===== src/rtl/fpmult_issue_arbiter.sv =====
// Round-robin issue arbiter sharing one fixed-latency FPMult pipeline between NUM_REQ requesters.
// Optional build macro FPMULT_ARB_PRIO0_EN: requester 0 gets strict priority over the round-robin group.

module fpmult_arb_lane #(
  parameter int MAX_OUT = 3,
  parameter int CNTW    = 2
) (
  input  logic clk,
  input  logic rst,
  input  logic valid_i,
  input  logic issue_i,
  input  logic retire_i,
  output logic elig_o
);
  logic [CNTW-1:0] cnt_q, cnt_d;

  // Issue and retire in the same cycle cancel out.
  always_comb begin
    cnt_d = cnt_q;
    if (issue_i && !retire_i)      cnt_d = cnt_q + 1'b1;
    else if (!issue_i && retire_i) cnt_d = cnt_q - 1'b1;
  end

  always_ff @(posedge clk or negedge rst) begin
    if (!rst) cnt_q <= '0;
    else      cnt_q <= cnt_d;
  end

  assign elig_o = valid_i && (cnt_q < CNTW'(MAX_OUT));
endmodule

module fpmult_issue_arbiter #(
  parameter int NUM_REQ  = 4,
  parameter int DATA_W   = 32,
  parameter int PIPE_LAT = 4,
  parameter int MAX_OUT  = 3
) (
  input  logic                      clk,
  input  logic                      rst,
  input  logic [NUM_REQ-1:0]        req_valid,
  output logic [NUM_REQ-1:0]        req_ready,
  input  logic [NUM_REQ*DATA_W-1:0] req_a,
  input  logic [NUM_REQ*DATA_W-1:0] req_b,
  output logic                      mul_valid,
  output logic [DATA_W-1:0]         mul_a,
  output logic [DATA_W-1:0]         mul_b,
  input  logic [DATA_W-1:0]         mul_result,
  output logic [NUM_REQ-1:0]        res_valid,
  output logic [DATA_W-1:0]         res_data,
  output logic                      busy
);
  localparam int IDW  = (NUM_REQ > 1) ? $clog2(NUM_REQ) : 1;
  localparam int CNTW = $clog2(MAX_OUT + 1);

  logic [NUM_REQ-1:0]   elig, rr_elig, grant, retire;
  logic [IDW-1:0]       rr_ptr_q, rr_ptr_d, rr_id, gnt_id;
  logic                 rr_found, gnt_any, adv_ptr;
  logic [2*NUM_REQ-1:0] rot;
  int                   sel_off, idx;

  // Stage 0 mirrors mul_valid; stage PIPE_LAT lines up with mul_result.
  logic [PIPE_LAT:0]          vld_pipe_q;
  logic [PIPE_LAT:0][IDW-1:0] id_pipe_q;

  logic [DATA_W-1:0]  mul_a_q, mul_b_q, res_data_q;
  logic [NUM_REQ-1:0] res_valid_q;

  for (genvar g = 0; g < NUM_REQ; g++) begin : g_lane
    fpmult_arb_lane #(.MAX_OUT(MAX_OUT), .CNTW(CNTW)) u_lane (
      .clk      (clk),
      .rst      (rst),
      .valid_i  (req_valid[g]),
      .issue_i  (grant[g]),
      .retire_i (retire[g]),
      .elig_o   (elig[g])
    );
  end

`ifdef FPMULT_ARB_PRIO0_EN
  assign rr_elig = elig & ~NUM_REQ'(1);
`else
  assign rr_elig = elig;
`endif

  // Rotate so bit 0 is the requester at rr_ptr, then take the lowest set bit.
  always_comb begin
    rot      = {rr_elig, rr_elig} >> rr_ptr_q;
    sel_off  = 0;
    for (int off = NUM_REQ - 1; off >= 0; off--)
      if (rot[off]) sel_off = off;
    rr_found = |rot[NUM_REQ-1:0];
    idx      = sel_off + int'(rr_ptr_q);
    if (idx >= NUM_REQ) idx = idx - NUM_REQ;
    rr_id    = IDW'(idx);
  end

  always_comb begin
    gnt_any = rr_found;
    gnt_id  = rr_id;
    adv_ptr = rr_found;
`ifdef FPMULT_ARB_PRIO0_EN
    if (elig[0]) begin
      gnt_any = 1'b1;
      gnt_id  = '0;
      adv_ptr = 1'b0;
    end
`endif
    gnt_any  = gnt_any && rst;
    adv_ptr  = adv_ptr && gnt_any;
    rr_ptr_d = rr_ptr_q;
    if (adv_ptr) rr_ptr_d = (gnt_id == IDW'(NUM_REQ - 1)) ? '0 : gnt_id + 1'b1;
    grant = gnt_any ? (NUM_REQ'(1) << gnt_id) : '0;
  end

  assign retire = vld_pipe_q[PIPE_LAT] ? (NUM_REQ'(1) << id_pipe_q[PIPE_LAT]) : '0;

  always_ff @(posedge clk or negedge rst) begin
    if (!rst) begin
      rr_ptr_q    <= '0;
      vld_pipe_q  <= '0;
      id_pipe_q   <= '0;
      mul_a_q     <= '0;
      mul_b_q     <= '0;
      res_valid_q <= '0;
      res_data_q  <= '0;
    end else begin
      rr_ptr_q   <= rr_ptr_d;
      vld_pipe_q <= {vld_pipe_q[PIPE_LAT-1:0], gnt_any};
      id_pipe_q  <= {id_pipe_q[PIPE_LAT-1:0], gnt_id};
      if (gnt_any) begin
        mul_a_q <= req_a[gnt_id*DATA_W +: DATA_W];
        mul_b_q <= req_b[gnt_id*DATA_W +: DATA_W];
      end
      res_valid_q <= retire;
      if (vld_pipe_q[PIPE_LAT]) res_data_q <= mul_result;
    end
  end

  assign req_ready = grant;
  assign mul_valid = vld_pipe_q[0];
  assign mul_a     = mul_a_q;
  assign mul_b     = mul_b_q;
  assign res_valid = res_valid_q;
  assign res_data  = res_data_q;
  assign busy      = |vld_pipe_q;
endmodule


===== config.mk =====
export PLATFORM = sky130hd
export DESIGN_NAME = fpmult_issue_arbiter
export DESIGN_NICKNAME = d
export VERILOG_FILES = /design/src/rtl/fpmult_issue_arbiter.sv
export SDC_FILE = /design/constraint.sdc
export NUM_CORES = 1
export LEC_CHECK = 0
export CORE_AREA = 2 2 157 159
export DETAILED_ROUTE_END_ITERATION = 8
export DIE_AREA = 0 0 159 161
export GPL_ROUTABILITY_DRIVEN = 0
export PLACE_DENSITY = 0.76
export SYNTH_ARGS = -nofsm -noshare
export SYNTH_HDL_FRONTEND = slang
export SYNTH_SLANG_ARGS = --single-unit
export TNS_END_PERCENT = 5

===== constraint.sdc =====
create_clock -name clk -period 7.4 [get_ports clk]
set_clock_uncertainty 0.1 [all_clocks]
set_input_delay 2.22 -clock clk [delete_from_list [all_inputs] [get_ports clk]]
set_output_delay 2.22 -clock clk [all_outputs]
set_load 0.02 [all_outputs]

# After elaboration in Yosys (flattened, before gate mapping)
# Cells that the tools add are included.
[totals]
register_bits = 125
latch_bits = 0
ram_bits = 0
romBits = 0
in_bits = 294
word_cells = 81
mem_count = 0
[classes]
addsub = 11
mul = 0
div = 0
n_lt_le_gt_ge = 5
n_eq_ne = 1
n_shift = 5
muxes = 16
bitwise = 0
n_reduce_logical = 28
[op_table]
columns = ["op", "count"]
rows = [
  ["$shiftx 128x8->32", 2],
  ["$mux 32", 2],
  ["$add 32x3->32", 1],
  ["$ge 32x4->1 const B", 1],
  ["$mux 2", 12],
  ["$logic_and 1x1->1", 14],
  ["$add 2x1->2 const B", 5],
  ["$sub 2x1->2 const B", 5],
  ["$logic_not 1->1", 8],
  ["$lt 2x2->1 const B", 4],
  ["$mux 4", 2],
  ["$reduce_bool 2->1", 4],
  ["$shl 1x2->4 const A", 2],
  ["$shr 8x2->4", 1],
  ["$reduce_or 5->1", 1],
  ["$reduce_or 4->1", 1],
  ["$eq 2x2->1 const B", 1],
]

# Logic depth before layout (Yosys ltp)
# Gate-level depths: netlist of the first run.
[depth]
depth_word = 16
depth_mapped = 16
mapped_depth_nobuf = 13

# Hierarchy
# Synthesis of the first run repeated with hierarchy kept, for this count alone.
[hier_totals]
hier_cells = 699
hier_area_um2 = 7184.4
[modules_own_cells]
columns = ["module", "instances", "cells_each", "area_per_inst_um2"]
rows = [
  ["fpmult_issue_arbiter", 1, 663, 6769.0],
  ["fpmult_arb_lane", 4, 9, 103.8],
]

# Worst setup path after synthesis of the first run
# OpenSTA, ideal clock, no wires.
[synth_timing]
kind = "input-to-output"
startpoint = "in req_valid[2]"
endpoint = "out req_ready[1]"
arrival_time_ns = 4.674
required_ns = 5.080
setup_slack_ns = 0.406
stages = 12
cell_sequence = "a21boi_4 nor3_1 a311oi_1 o21ai_0 ha_1 clkbuf_1 buf_2 buf_1 buf_1 nand2_1 nor2_1 buf_4"
[synth_via]
elab_chain_cells = 11
word_cells_on_any_way = 14
cone_classes = "add/sub (2); order compare (1); shift (2); mux (6); reduce/logical (3)"
[synth_lines]
columns = ["item", "line", "source"]
rows = [
  ["start, declared", "40", "input logic [NUM_REQ-1:0] req_valid,"],
  ["$logic_and 1x1->1 *", "29", "assign elig_o = valid_i && (cnt_q < CNTW'(MAX_OUT));"],
  ["$shr 8x2->4 *", "87", "rot = {rr_elig, rr_elig} >> rr_ptr_q;"],
  ["$mux 2 (2 in a row)", "90", "if (rot[off]) sel_off = off;"],
  ["$mux 32 (2 in a row)", "90", ""],
  ["$add 32x3->32", "92", "idx = sel_off + int'(rr_ptr_q);"],
  ["$ge 32x4->1 or $sub 2x1->2 (tied branches)", "93", "if (idx >= NUM_REQ) idx = idx - NUM_REQ;"],
  ["$mux 2", "93", ""],
  ["$shl 1x2->4", "112", "grant = gnt_any ? (NUM_REQ'(1) << gnt_id) : '0;"],
  ["$mux 4 *", "112", ""],
  ["end, declared", "41", "output logic [NUM_REQ-1:0] req_ready,"],
]
# Every way passes the cells marked *; elsewhere a longest branch is shown, timed or not.

==> flow_summary.toml, run 1 <==
[run_status]
status = "finished clean"

[synth]
syn_nets = 1105
ys_dominant_reg_cell = "dfrtp_1"
synth_edf_count = 0
syn_avg_cell_area_um2 = 10.2
netlist_instances = 805
async_flop_share_pct = 100
synth_largest_area_cell = "dfrtp_1"
mappedNetlistArea_um2 = 8250
synth.most_common_cell = "dfrtp_1"
synth_commonest_cells = "dfrtp_1, a211oi_1, mux2_2"
synth_warnings = 0
synth_area_leaders = "dfrtp_1, mux2_2, a211oi_1, mux2i_1, a22oi_1"
synth-seq-cells = 125
synth_top_area_share_pct = 37.9
synth_cell_types = 43
yosysSeqAreaShare_pct = 37.9

[layout]
final_util_pct = 54.7
fillers = 2171
drive_above_1_share_pct = 14.7
syn2layout_area_growth_pct = 58.8
stdcell_area_um2 = 13100
ff_latch_area_um2 = 3130
multi_input_area_um2 = 4710
diodes = 0
nNetsFinal = 1459

[clocking]
path_clk_slew_ns = 0.06
post_cts_buffers = 0
h-tree-depth = 4
clk_latency_ns = 0.41
holdBufCountCts = 0
cts_tree = "yes"
clock_sinks = 125
cts-root-buf = "clkbuf_16"
numCtsBuffers = 17
cts_buffer_depth = 2

[power_and_ir_drop]
power_mw = 6.89
ir_worst_vdd_v = 0.000769
power_density_nw_per_um2 = 526
leakage_nw = 5.18

[worst_setup_path]
end_kind = "primary output"
startpoint_type = "input port"
arrival_ns = 4.78
crit_fanout = 6
crit_required_ns = 5.08
crit_slowest_cell = "clkdlybuf4s50_1"
worst-setup-path-type = "in2out"
cp_cell_sequence = "clkdlybuf4s50_1, a21boi_4, nor3_1, a311oi_1, o21ai_1, ha_4, xnor3_1, inv_1, nor3_2, dlygate4sd2_1"
critical-path-max-stage-delay_ns = 0.48

[run]
drv_cap = 0

[sta]
rsz0062_at_grt = "no"
hold_viol = 0
slew_headroom_pct = 40.2
worstMarginPinSlew_ns = 0.898
fmax_mhz = 141
timing.final.crit_share_pct = 96.0
min_period_ns = 7.10
layout_setup_ws_ns = 0.298
whs_ns = 0.248
final-max-slew-violation-count = 0
setup_viol = 0

[die]
die_area_um2 = 25600
start_util_pct = 34.4
ios = 400
design.core.area_um2 = 24000
dieWidth_um = 159
rows = 57
die-height_um = 161

[route]
drt-pass1-iter-count = 4
wl_per_cell_um = 18.6
postRouteAntennaNets = 0
vias = 8107
drt-total-wl_um = 27800
route.detailed.drc = 0
viasPerCell = 5.42
first_iter_violations = 403

[global_route]
grt_max_degree = 130
grt_pass1_vias = 8141
grt_overflow_total = 0
antenna_found_initial = 0
grt.total_usage_pct = 21.6
grt_pass1_wl_um = 44300

[placed_design]
detailed_place_hpwl_um = 20300
placed_cell_area_um2 = 12500
io_buffers = 399
dp_slack_ns = -0.149

[min_path]
holdCritPathClass = "reg2reg"
[cell usage in the layout (no fill, tap or decap), types with 4 or more instances in the layout]
cell	synthesis	routed
nor2_1	13	12
buf_4	5	28
clkdlybuf4s50_1	0	394
inv_8	0	4
mux2i_1	74	74
o22a_1	36	36
o21ai_1	7	8
inv_6	0	4
dfrtp_1	125	125
or4_1	36	36
clkbuf_16	0	17
a211oi_1	108	108
o21ai_0	57	56
o2111ai_1	5	5
inv_1	8	7
xnor2_1	6	6
nand2_1	7	5
nor3_1	43	42
mux2_2	87	87
ha_1	6	5
a22oi_1	54	54
xor2_1	8	8
or2_2	3	4
[final cells by class]
class / instances / share of cell area, %
inverter: 8 / 0.229
clock buffer: 17 / 3.25
tap: 324 / 3.10
clock inverter: 15 / 1.15
multi-input combinational: 578 / 35.9
sequential: 125 / 23.9
timing repair buffer: 429 / 32.5
[power breakdown]
group / leakage (nW) / switching [mW] / internal (mW)
combinational: 3.43 / 2.64 / 2.24
sequential: 1.47 / 0.195 / 1.00
clock: 0.278 / 0.361 / 0.447
[metal layers]
metal  track usage (%)  share of wire (%)  up-vias
met4              7.07                2.2        0
met3              4.62                5.6       39
met2              36.9                 49      288
met5                 0                  0        -
li1                  -                  -     3885
met1              27.2                 43     3895
[sequential cells by signal, indices dropped and copies added, names as in the netlist]
register	count
g_lane.u_lane.cnt_q	8
mul_b	32
mul_a	32
res_data	32
res_valid	4
vld_pipe_q	5
rr_ptr_q	2
id_pipe_q	10
[worst paths after layout]
path                                            from             to  slack [ns]  depth (start not counted)
hold reg to reg                         id_pipe_q[4]   id_pipe_q[6]        0.25                          0
max in group asynchronous                        rst  vld_pipe_q[0]        4.63                          2
min in group asynchronous                        rst      mul_a[13]        1.52                          1
setup reg to reg           g_lane[0].u_lane.cnt_q[0]       mul_b[6]        3.63                         10
hold / removal                          id_pipe_q[4]   id_pipe_q[6]        0.25                          0
setup / recovery                        req_valid[0]   req_ready[0]        0.30                         10
[critical path, delay by kind of cell]
kind	cells	cell delay [ns]
compound gates	3	0.69
simple gates	2	0.32
buf+inv	3	0.97
xor+xnor	1	0.39
fa+ha+maj	1	0.20
[through the flow]
stage / std cells / setup TNS, ns
floorplan: 805 / 0
global placement: 1464 / -0.0617
detailed placement: 1464 / -0.166
CTS: 1496 / 0
global route: 1496 / 0
finish: 1496 / 0
[kinds of logic (layout without fill, tap and decap cells)]
family	count (synthesis)	count (layout)	share of synthesized area [%]
compound gates	283	283	25.2
mux	161	161	20.9
flops	125	125	37.9
simple gates	113	113	7.89
buf+inv	102	469	5.43
xor+xnor	15	15	1.76
fa+ha+maj	6	6	0.910
[repair_timing]
item                                   CTS  global route
endpoints found under the hold margin    0             0
setup endpoints to repair                2             4
gates resized for setup                  3             4
No activity file was read; power rests on OpenSTA's default activity.
==> run 2: changes to the inputs <==
CAP_MARGIN = 40   (was not set)
==> results of run 2 <==
No change in the layout: final DEF, timing and power equal those of run 1.
